===== src/rtl/kbd_event_sched.sv =====
// kbd_event_sched: queues key events from a toggle-strobe keyboard front end
// and hands them to a consumer one at a time, with a minimum idle gap
// between deliveries.
//
// Optional build macro: KBD_SCHED_OVERWRITE_EN
//   When defined, a push to a full FIFO in IDLE or GAP discards the oldest
//   event instead of the new one. The head being presented is never touched.
//
// state   | meaning
// --------+--------------------------------------------------------------
// IDLE    | nothing presented; moves to PRESENT once the FIFO is non-empty
// PRESENT | head event driven on evt_data with evt_valid=1 until evt_ack
// GAP     | enforced idle time after a delivery, gap_cnt counts down to 0
module kbd_event_sched #(
    parameter int          DEPTH      = 8,
    parameter logic [15:0] GAP_CYCLES = 16'd1024
) (
    input  logic       clk,
    input  logic       reset_n,
    input  logic       kbd_strobe,
    input  logic [9:0] kbd_data,
    output logic       evt_valid,
    output logic [9:0] evt_data,
    input  logic       evt_ack,
    output logic       overflow,
    input  logic       ovf_clr,
    output logic [4:0] fifo_level
);

    localparam int         PTR_W   = $clog2(DEPTH);
    localparam logic [4:0] DEPTH_L = 5'(DEPTH);

    typedef enum logic [1:0] {
        IDLE    = 2'd0,
        PRESENT = 2'd1,
        GAP     = 2'd2
    } state_t;

    state_t           state;
    state_t           state_nxt;
    logic [9:0]       mem [DEPTH];
    logic [PTR_W-1:0] rd_ptr;
    logic [PTR_W-1:0] wr_ptr;
    logic [PTR_W-1:0] head_idx;
    logic [4:0]       count;
    logic [15:0]      gap_cnt;
    logic [15:0]      gap_cnt_nxt;
    logic             armed;
    logic             strobe_d;
    logic             push;
    logic             pop;
    logic             full;
    logic             accept;
    logic             drop_old;
    logic             lost;
    logic             load_head;

    // armed keeps a strobe level already present at reset release from
    // looking like an edge.
    assign push   = armed & (kbd_strobe != strobe_d);
    assign full   = (count == DEPTH_L);
    assign accept = push & (~full | pop);

`ifdef KBD_SCHED_OVERWRITE_EN
    assign drop_old = push & full & ~pop & (state != PRESENT);
    assign lost     = push & full & ~pop & (state == PRESENT);
`else
    assign drop_old = 1'b0;
    assign lost     = push & full & ~pop;
`endif

    // If the oldest entry is discarded in the same cycle it would be
    // presented, present the entry behind it instead.
    assign head_idx = drop_old ? rd_ptr + PTR_W'(1) : rd_ptr;

    assign fifo_level = count;

    // State register.
    always_ff @(posedge clk or negedge reset_n) begin
        if (!reset_n) state <= IDLE;
        else          state <= state_nxt;
    end

    // Next-state, handshake and gap-timer control.
    always_comb begin
        state_nxt   = state;
        gap_cnt_nxt = gap_cnt;
        pop         = 1'b0;
        load_head   = 1'b0;
        evt_valid   = 1'b0;
        case (state)
            IDLE: begin
                if (count != 5'd0) begin
                    state_nxt = PRESENT;
                    load_head = 1'b1;
                end
            end
            PRESENT: begin
                evt_valid = 1'b1;
                if (evt_ack) begin
                    pop = 1'b1;
                    if (GAP_CYCLES == 16'd0) begin
                        state_nxt = IDLE;
                    end else begin
                        state_nxt   = GAP;
                        gap_cnt_nxt = GAP_CYCLES - 16'd1;
                    end
                end
            end
            GAP: begin
                if (gap_cnt == 16'd0) state_nxt = IDLE;
                else                  gap_cnt_nxt = gap_cnt - 16'd1;
            end
            default: state_nxt = IDLE;
        endcase
    end

    // Strobe edge detect, FIFO pointers/level, presented data and overflow.
    always_ff @(posedge clk or negedge reset_n) begin
        if (!reset_n) begin
            armed    <= 1'b0;
            strobe_d <= 1'b0;
            rd_ptr   <= '0;
            wr_ptr   <= '0;
            count    <= 5'd0;
            gap_cnt  <= 16'd0;
            evt_data <= 10'h000;
            overflow <= 1'b0;
        end else begin
            armed    <= 1'b1;
            strobe_d <= kbd_strobe;
            gap_cnt  <= gap_cnt_nxt;
            if (accept | drop_old) wr_ptr <= wr_ptr + PTR_W'(1);
            if (pop | drop_old)    rd_ptr <= rd_ptr + PTR_W'(1);
            count <= count + {4'd0, accept} - {4'd0, pop};
            if (load_head) evt_data <= mem[head_idx];
            if (lost | drop_old) overflow <= 1'b1;
            else if (ovf_clr)    overflow <= 1'b0;
        end
    end

    // Event storage; contents need no reset since the pointers define validity.
    always_ff @(posedge clk) begin
        if (accept | drop_old) mem[wr_ptr] <= kbd_data;
    end

endmodule

===== config.mk =====
export PLATFORM = sky130hd
export DESIGN_NAME = kbd_event_sched
export DESIGN_NICKNAME = d
export VERILOG_FILES = /design/src/rtl/kbd_event_sched.sv
export SDC_FILE = /design/constraint.sdc
export NUM_CORES = 1
export LEC_CHECK = 0
export ABC_AREA = 1
export CAP_MARGIN = 15
export CORE_ASPECT_RATIO = 1.2
export CORE_UTILIZATION = 53
export DETAILED_ROUTE_END_ITERATION = 8
export GPL_ROUTABILITY_DRIVEN = 0
export GPL_TIMING_DRIVEN = 0
export PLACE_DENSITY_LB_ADDON = 0.12
export RECOVER_POWER = 100
export SYNTH_ARGS = -nofsm -noshare
export SYNTH_HDL_FRONTEND = slang
export SYNTH_SLANG_ARGS = --single-unit

===== constraint.sdc =====
create_clock -name clk -period 2 [get_ports clk]
set_input_delay 0.4 -clock clk [delete_from_list [all_inputs] [get_ports clk]]
set_output_delay 0.4 -clock clk [all_outputs]
set_load 0.02 [all_outputs]

==> results.cfg, run 1 <==
[clock_tree]
cts_buffers = 17
clockRootBuffer = clkbuf_16
clock_path_buffers = 2
worst_setup_hold_path_clk_slew_ns = 0.06
cts_tree = done
clock-sinks = 122
clk_latency_ns = 0.41
cts.htree.levels = 4

[pwr]
leakage_nw = 2.73
power_density_mw_per_mm2 = 1500
peakVddDrop_mv = 0.745
total_power_mw = 10.4

[flow_run]
max_cap_violations = 0

[layout]
fill_cells = 690
utilization_pct = 69.6
syn_to_final_growth_pct = 27.8
num_antenna_cells = 0
nets = 621
drive_gt1_share_pct = 18.6
multiInputGateArea_sq_mm = 0.00185
register_area_sq_mm = 0.00346

[global_route]
grt_max_degree = 30
grt_overflow = 0
grt_pass1_wl_mm = 20.6
grtUsageTotal_pct = 26.8
antenna_found_initial = 0
grt_pass1_vias = 3944

[yosys]
synthesis.area_sq_mm = 0.00542
synth_cell_type_count = 36
syn-num-nets = 539
synth-seq-cells = 122
synth_area_per_cell_sq_um = 10.6
synthFlopType = edfxtp_1
synth_edf_count = 80
ys_warn_count = 0
synthCells = 512
ys_async_sr_fraction_pct = 34.4
seq_area_frac_synth_pct = 63.7

[setup_path]
crit_arrival_ns = 2.55
endpoint_kind = flop
worst-path-max-fanout = 3
crit_type = reg -> reg
crit_required_ns = 2.33
crit_path_start_kind = flop

[detailed_routing]
wl_met1_mm = 5.36
drtPass1Iterations = 6
drt_iter0_markers = 315
via_per_inst = 5.55
highest-signal-layer = met4
antenna_left = 0
met2WireLength_mm = 6.55
totalWireLength_mm = 13.3
wl_met3_um = 970
wire_per_inst_um = 18.1
drc = 0
num_vias = 4070

[sta]
max-slew-margin-rel_pct = 45.1
skew_ns = 0.00937
fin_ws_ns = -0.216
fmax_ghz = 0.451
finalCriticalPeriod_ns = 2.22
fin_crit_sh_pct = 111
rsz0062_at_grt = true
drv_slew = 0
finalHoldViolations = 0
tightest_slew_ns = 0.824
setup_viol = 71
tns_ns = -2.98

[floorplan]
die_w_um = 94.3
initial_core_util_pct = 54.4
io_pins = 32
num_rows = 40
dieArea_sq_mm = 0.0106
fp.dieH_um = 113
coreArea_sq_mm = 0.00996

[hold_path]
hp-class = in -> reg

[placed_design]
portBuffers = 31
hpwl_mm = 7.71

[status]
status = complete, but fails checks
violations = negative setup slack
-- worst paths after layout --
| check | startpoint | endpoint | slack [ns] | depth (start not counted) |
|---|---|---|---|---|
| setup reg to reg | state[0] | fifo_level[4] | -0.22 | 14 |
| setup / recovery | state[0] | fifo_level[4] | -0.22 | 14 |
| max in group asynchronous | reset_n | fifo_level[3] | 0.40 | 3 |
| hold reg to reg | evt_data[7] | evt_data[7] | 0.48 | 2 |
| hold / removal | kbd_strobe | strobe_d | 0.48 | 1 |
| min in group asynchronous | reset_n | fifo_level[1] | 0.59 | 2 |
-- state kept, by name, summed over array words and instances, names as in the netlist --
name        cells
fifo_level      5
wr_ptr          3
evt_data       10
state           2
gap_cnt        16
overflow        1
strobe_d        1
armed           1
mem            80
head_idx        3
-- worst max-delay path, cell delays in order, from the launching register on --
cell	delay [ns]
dfrtp_1	0.37
inv_2	0.07
nor2_4	0.11
nand2_2	0.07
buf_8	0.13
nand2_4	0.06
nand3_4	0.08
ha_4	0.27
inv_2	0.04
ha_4	0.15
fa_2	0.34
a21oi_2	0.12
nor2_1	0.05
nor2_1	0.11
xor2_1	0.17
-- cells in the final DEF, fill, tap and decap left out, drive strengths merged --
cell,synthesis,routed
bufinv,0,2
a21oi,5,5
nand4,4,4
nand2,91,91
clkinvlp,0,5
nand3,34,34
o22ai,1,1
edfxtp,80,80
nor2,103,103
fa,1,1
nand3b,1,1
o31ai,1,1
conb,1,1
o21ai,51,51
clkinv,0,7
clkbuf,13,34
a31oi,1,1
buf,8,38
ha,11,11
clkdlybuf4s50,0,19
dfrtp,42,42
or2,2,2
inv,34,34
dlygate4sd3,0,11
xor2,6,6
o211ai,20,20
xnor2,2,2
-- power by group --
group / internal (mW) / switching, mW
combinational: 1.56 / 2.47
clock: 1.81 / 1.09
sequential: 3.16 / 0.310
-- cells in the mapped netlist (2+ instances only) --
master | instances | area (sq um)
buf_6 | 3 | 33.8
o21ai_2 | 8 | 70.1
nor2_1 | 94 | 353
a21oi_1 | 3 | 15.0
clkbuf_1 | 13 | 48.8
nor2_4 | 2 | 22.5
inv_2 | 2 | 7.51
inv_1 | 32 | 120
dfrtp_1 | 42 | 1050
o211ai_1 | 20 | 150
xnor2_1 | 2 | 17.5
xor2_1 | 6 | 52.6
buf_4 | 2 | 15.0
o21ai_0 | 35 | 175
edfxtp_1 | 80 | 2400
nand2_2 | 4 | 25.0
ha_1 | 11 | 138
nor2_2 | 7 | 43.8
nand3_1 | 33 | 165
nand4_1 | 4 | 25.0
buf_2 | 2 | 10.0
o21ai_1 | 8 | 40.0
nand2_1 | 86 | 323
-- cell families after synthesis --
group                    after synthesis  share of synthesized area, %
flip-flops                           122                          63.7
buffers and inverters                 55                          4.41
AND/OR/NAND/NOR                      235                          18.5
XOR/XNOR                               8                          1.29
other                                  1                        0.0692
adder cells (fa/ha/maj)               12                          2.91
AO/OA/AOI/OAI                         79                          9.14
-- layout make-up --
class / count / share of cell area, %
clock inverters: 14 / 1.90
multi-input cells: 335 / 26.6
repair buffers: 63 / 9.61
clock buffers: 18 / 6.19
plain buffers: 21 / 1.66
flip-flops and latches: 122 / 49.9
inverters: 34 / 1.84
well taps: 126 / 2.28
-- timing repair --
action	4_1_cts	5_1_grt
gates resized for setup	26	2
pin swaps	12	11
buffers inserted	19	11
hold buffers	1	0
setup endpoints to repair	83	83
cloned	0	1
hold endpoints to repair	13	0
-- routing by layer --
layer,up-vias,GRT usage [%]
met4,0,12.9
met5,-,0
met1,1962,34.4
met2,170,42.6
li1,1902,-
met3,36,6.45
-- per-stage QoR --
stage | hold WS (ns) | cells | instance area (sq um) | worst slack, ns
finish | 0.476 | 733 | 6930 | -0.216
global route | 0.484 | 733 | 6930 | -0.333
CTS | 0.437 | 722 | 6790 | -0.256
detailed placement | 0.337 | 670 | 5910 | -0.939
global placement | 0.465 | 669 | 5900 | -0.878
floorplan | 0.104 | 512 | 5430 | -0.220
No activity file was read; power rests on OpenSTA's default activity.
==> inputs of run 2 (changes only) <==
--- a/config.mk
+++ b/config.mk
@@ -14,6 +14,7 @@
 export GPL_TIMING_DRIVEN = 0
 export PLACE_DENSITY_LB_ADDON = 0.12
 export RECOVER_POWER = 100
+export SLEW_MARGIN = 30
 export SYNTH_ARGS = -nofsm -noshare
 export SYNTH_HDL_FRONTEND = slang
 export SYNTH_SLANG_ARGS = --single-unit
==> run 2 against run 1 <==
  * The run still ends with negative setup slack left
  * Total power down 0.29%
  * Critical endpoint unchanged
  * Largest cell class unchanged
  * Wire length up 0.30%
  * Via count down 0.66%
  * Non-clock buffer count down 8
  * Clock skew up 0.0012 ns
  * Cell count down 1.1%
==> results.cfg, run 2 (synthesized netlist as in run 1, its figures left out) <==
[layout]
final_cell_mix = 87 x nor2_1, 83 x nand2_1, 80 x edfxtp_1
top_regs = mem: 80 flops, gap_cnt: 16 flops, evt_data: 10 flops
drive_gt1_share_pct = 18.4
register_area_sq_mm = 0.00346
multiInputGateArea_sq_mm = 0.00186
instances_no_fill = 725
layout.cells.most_common = nor2_1
nets = 613
num_antenna_cells = 0
largest_reg_flops = 80
utilization_pct = 69.2
largest-register = mem
fill_cells = 704
syn_to_final_growth_pct = 27.2

[clock_tree]
clockRootBuffer = clkbuf_16
cts_hold_buf = 0
clock-sinks = 122
cts_buffers = 17
clock_path_buffers = 2
cts.htree.levels = 4
cts_tree = done
clk_latency_ns = 0.42
worst_setup_hold_path_clk_slew_ns = 0.06

[sta]
drv_slew = 0
tns_ns = -1.28
finalHoldViolations = 0
setup_viol = 39
fin_ws_ns = -0.188
fmax_ghz = 0.457
tightest_slew_ns = 1.12
finalCriticalPeriod_ns = 2.19
rsz0062_at_grt = true
max-slew-margin-rel_pct = 25.2
skew_ns = 0.0106
fin_crit_sh_pct = 109

[detailed_routing]
via_per_inst = 5.58
totalWireLength_mm = 13.3
antenna_left = 0
drc = 0
wire_per_inst_um = 18.3
num_vias = 4043
drt_iter0_markers = 280
drtPass1Iterations = 5

[global_route]
grt_max_degree = 43
grt_overflow = 0
grtUsageTotal_pct = 26.9
grt_pass1_wl_mm = 20.6
antenna_found_initial = 0
grt_pass1_vias = 4035

[placed_design]
place_ws_ns = -0.728
hpwl_mm = 7.64
portBuffers = 31
dp_cells = 669

[setup_path]
cp_slowest_cell = dfrtp_1
crit_arrival_ns = 2.53
crit_type = reg -> reg
worst-path-max-fanout = 3
rrSetupSlack_ns = -0.19
r2r_end = fifo_level[4]
crit_required_ns = 2.34
endpoint_kind = flop
reg2reg_from = state[0]
cp_slowest_stage_delay_ns = 0.36
rr_worst_depth = 14
crit_chain = inv_2, nor2_4, nand2_2, buf_8, nand2_4, nand3_4, ha_4, inv_2, ha_4, fa_2, a21oi_2, nor2_1, nor2_1, xor2_1
crit_path_start_kind = flop

[floorplan]
initial_core_util_pct = 54.4
fp.dieH_um = 113
die_w_um = 94.3
num_rows = 40
coreArea_sq_mm = 0.00996
dieArea_sq_mm = 0.0106
io_pins = 32

[pwr]
total_power_mw = 10.4
leakage_nw = 2.72
peakVddDrop_mv = 0.761
power_density_mw_per_mm2 = 1500

[flow_run]
max_cap_violations = 0

[status]
violations = negative setup slack
status = complete, but fails checks

[hold_path]
hp-class = in -> async
==> run 2: changes by cell type in the layout (fill, tap and decap cells not counted), moves of 2 or more <==
cell | previous run | this run
clkbuf_1 | 15 | 12
nor2_2 | 6 | 4
nor2_4 | 10 | 12
buf_4 | 23 | 18
clkbuf_2 | 0 | 2
==> run 2: power breakdown <==
part	total, mW	internal [mW]	leakage (nW)	switching [mW]
sequential	3.48	3.16	1.22	0.317
clock	2.89	1.81	0.258	1.08
combinational	3.99	1.52	1.24	2.47
total	10.4	6.49	2.72	3.87
==> run 2: cell type report <==
type / count / share of cell area, %
Buffer: 20 / 1.63
Timing Repair Buffer: 56 / 8.91
Clock inverter: 14 / 1.91
Clock buffer: 18 / 6.23
Multi-Input combinational cell: 335 / 27.0
Tap cell: 126 / 2.29
Inverter: 34 / 1.85
Sequential cell: 122 / 50.1
==> run 2: repair_timing <==
item,in CTS,in global routing
hold endpoints to repair,0,0
setup buffers,18,7
setup endpoints to repair,83,89
resized for setup,22,8
pin swaps,13,11
gates cloned,0,1
==> run 2: how the worst max path moves through the flow <==
| stage | slack [ns] | cells past startpoint | from | to |
|---|---|---|---|---|
| after floorplan | -0.22 | 14 | state[0] | fifo_level[4] |
| after global placement | -0.88 | 1 | reset_n | fifo_level[3] |
| after detailed placement | -0.73 | 13 | evt_ack | fifo_level[4] |
| after CTS | -0.26 | 13 | fifo_level[3] | fifo_level[4] |
| after global routing | -0.32 | 14 | state[0] | fifo_level[4] |
| final | -0.19 | 14 | state[0] | fifo_level[4] |
==> run 2: critical path, delay by kind of cell (launching register included) <==
| kind | cells | cell delay (ns) |
|---|---|---|
| adders and majority gates | 3 | 0.76 |
| and+or+nand+nor | 6 | 0.48 |
| DFF | 1 | 0.36 |
| buffers and inverters | 3 | 0.23 |
| xor gates and xnor gates | 1 | 0.16 |
| AOI/OAI and AO/OA | 1 | 0.12 |
==> run 2: stage by stage <==
stage / hold slack [ns] / instance area [sq um]
CTS: 0.0000235 / 6750
global route: 0.294 / 6890
global placement: 0.465 / 5900
finish: 0.190 / 6890
detailed placement: 0.435 / 5910
floorplan: 0.104 / 5430
==> run 2: routing by layer <==
layer  GRT usage, %  up-vias  wire [um]
met5              0        -          0
met4           12.4        0        452
met3           7.66       41       1070
met2           44.0      179       6710
met1           32.7     1934       5060
li1               -     1889          -
==> inputs of run 3 (changes only) <==
--- a/config.mk
+++ b/config.mk
@@ -7,7 +7,6 @@
 export LEC_CHECK = 0
 export ABC_AREA = 1
 export CAP_MARGIN = 15
-export CORE_ASPECT_RATIO = 1.2
 export CORE_UTILIZATION = 53
 export DETAILED_ROUTE_END_ITERATION = 8
 export GPL_ROUTABILITY_DRIVEN = 0
==> run 3 against run 2 <==
  * The run still ends with negative setup slack left
  * Clock skew increased by 0.0024 ns
  * Sequential power decreased by 1%
  * Hold slack improved by 0.19 ns
  * Non-clock buffer count unchanged
  * Cell count increased by 0.83%
  * Largest cell class unchanged
  * Fmax decreased by 0.91%
  * Sequential share of layout area decreased by 0.055 points
  * Via count decreased by 2.4%
==> results.cfg, run 3 (synthesized netlist as in run 1, its figures left out) <==
[global_route]
met2_usage_pct = 40.6
grtUsageTotal_pct = 25.8
grt_max_degree = 43
met1_usage_pct = 33.9
grt_pass1_wl_mm = 19.3
grt_overflow = 0
met3_usage_pct = 8.20
grt_most_used_layer = met2
grt_pass1_vias = 3860
antenna_found_initial = 0

[setup_path]
cp_slowest_stage_delay_ns = 0.37
rrSetupSlack_ns = -0.21
crit_chain = inv_2, ha_2, nand2_2, nor2_4, nand2_4, nand3_4, ha_4, inv_2, ha_4, fa_2, a21oi_2, nor2_1, nor2_1, xor2_1
crit_path_start_kind = flop
crit_type = reg -> reg
reg2reg_from = fifo_level[2]
r2r_end = fifo_level[4]
cp_slowest_cell = dfrtp_2
rr_worst_depth = 14
worst-path-max-fanout = 2
endpoint_kind = flop
cp.buffers_inverters = 2
crit_arrival_ns = 2.66
crit_family = adder cells
crit_required_ns = 2.45

[layout]
largest-register = mem
drive_gt1_share_pct = 17.9
design_area_sq_mm = 0.00690
syn_to_final_growth_pct = 27.3
nets = 613
top_regs = mem: 80 flops, gap_cnt: 16 flops, evt_data: 10 flops
final_cell_mix = 88 x nor2_1, 83 x nand2_1, 80 x edfxtp_1
num_antenna_cells = 0
fill_cells = 672
layout.cells.most_common = nor2_1
largest_reg_flops = 80

[hold_path]
whs_endpoint = strobe_d
hold_depth = 1
hold_path.startpoint = kbd_strobe
hp-class = in -> reg

[clock_tree]
clk_latency_ns = 0.52
clockRootBuffer = clkbuf_8
cts.htree.levels = 4
clock-sinks = 122
cts_buffers = 17
cts_tree = done
clock_path_buffers = 2
worst_setup_hold_path_clk_slew_ns = 0.06

[status]
violations = negative setup slack
status = complete, but fails checks

[pwr]
total_power_mw = 10.5
power_frac_seq_pct = 32.9
p_comb_share_pct = 37.8
internal_power_mw = 6.65
power_density_mw_per_mm2 = 1510
p_clk_share_pct = 29.3
peakVddDrop_mv = 0.945
leakage_nw = 2.73
p_sw_share_pct = 36.4
p_sw_mw = 3.80

[floorplan]
initial_core_util_pct = 54.9
fp.dieH_um = 103
num_rows = 36
coreArea_sq_mm = 0.00986
io_pins = 32
dieArea_sq_mm = 0.0106
die_w_um = 103

[sta]
finalCriticalPeriod_ns = 2.21
drv_slew = 0
skew_ns = 0.0129
max-slew-margin-rel_pct = 53.8
setup_viol = 42
rsz0062_at_grt = true
fin_ws_ns = -0.207
whs_ns = 0.379
fmax_ghz = 0.453
fin_crit_sh_pct = 110
tightest_slew_ns = 0.694
finalHoldViolations = 0

[placed_design]
hpwl_mm = 7.32
portBuffers = 31
placed_area_sq_mm = 0.00591

[detailed_routing]
num_vias = 3945
wire_per_inst_um = 17.2
drc = 0
drtPass1Iterations = 6
antenna_left = 0
via_per_inst = 5.40
totalWireLength_mm = 12.6
drt_iter0_markers = 316

[flow_run]
max_cap_violations = 0
-- run 3: cell count changes in the layout (fill, tap and decap cells not counted), sizes merged --
cell,delta
clkdlybuf4s50,+6
clkinvlp,-1
buf,-1
bufinv,+2
clkbuf,-1
dlygate4sd2,+4
dlygate4sd3,-9
clkinv,-2
dlymetal6s2s,+1
-- run 3: power groups by stage --
| stage | logic (mW) | clock network [mW] | registers [mW] |
|---|---|---|---|
| after detailed placement | 3.51 | 0 | 3.48 |
| after global placement | 3.40 | 0 | 3.47 |
| after floorplan | 2.13 | 0 | 3.62 |
| after global routing | 4.34 | 3.21 | 3.50 |
| final | 3.95 | 3.06 | 3.44 |
| after CTS | 3.73 | 3.10 | 3.43 |
-- run 3: how the worst max path moves through the flow --
stage | to | cells after the start | slack, ns | from
final | fifo_level[4] | 14 | -0.21 | fifo_level[2]
after global routing | fifo_level[4] | 14 | -0.36 | fifo_level[2]
after CTS | mem[5][1] | 7 | -0.23 | state[1]
after detailed placement | mem[1][1] | 7 | -0.80 | kbd_strobe
after global placement | fifo_level[2] | 1 | -0.90 | reset_n
after floorplan | fifo_level[4] | 14 | -0.22 | state[0]
-- run 3: area by class of cell --
class	count	area (sq um)	share of cell area, %
flip-flops and latches	122	3460	50.1
multi-input cells	335	1840	26.7
repair buffers	55	598	8.67
clock buffers	18	418	6.06
clock inverters	13	178	2.57
well taps	133	166	2.41
inverters	34	128	1.85
plain buffers	21	115	1.67
-- run 3: worst register-to-register path: cells and delay by family, from the launching register on --
kind | cells | cell delay, ns
compound gates | 1 | 0.12
xor+xnor | 1 | 0.14
fa+ha+maj | 4 | 0.95
buf+inv | 2 | 0.08
flops | 1 | 0.37
simple gates | 6 | 0.45
-- run 3: layer usage --
metal  vias to the layer above  part of all wire (%)
met5                         -                     0
met4                         0                  0.96
met3                        12                   6.9
met2                       142                    49
met1                      1899                    43
li1                       1892                     -
-- run 3: through the flow --
stage / worst slack [ns] / TNS [ns] / utilization [%] / std cells
after floorplan: -0.220 / -0.229 / - / 512
after CTS: -0.230 / -8.40 / 67.7 / 720
after detailed placement: -0.799 / -44.60 / 59.9 / 676
final: -0.207 / -1.99 / 70.0 / 731
after global routing: -0.363 / -6.06 / 70.0 / 731
after global placement: -0.905 / -82.07 / 59.9 / 676
-- run 3: what timing repair did --
item,in CTS,in global routing
endpoints found under the setup margin,84,85
hold buffers,1,0
resized for setup,19,11
hold endpoints to repair,42,0
pin swaps,8,14
setup buffers,12,11
gates cloned,0,0
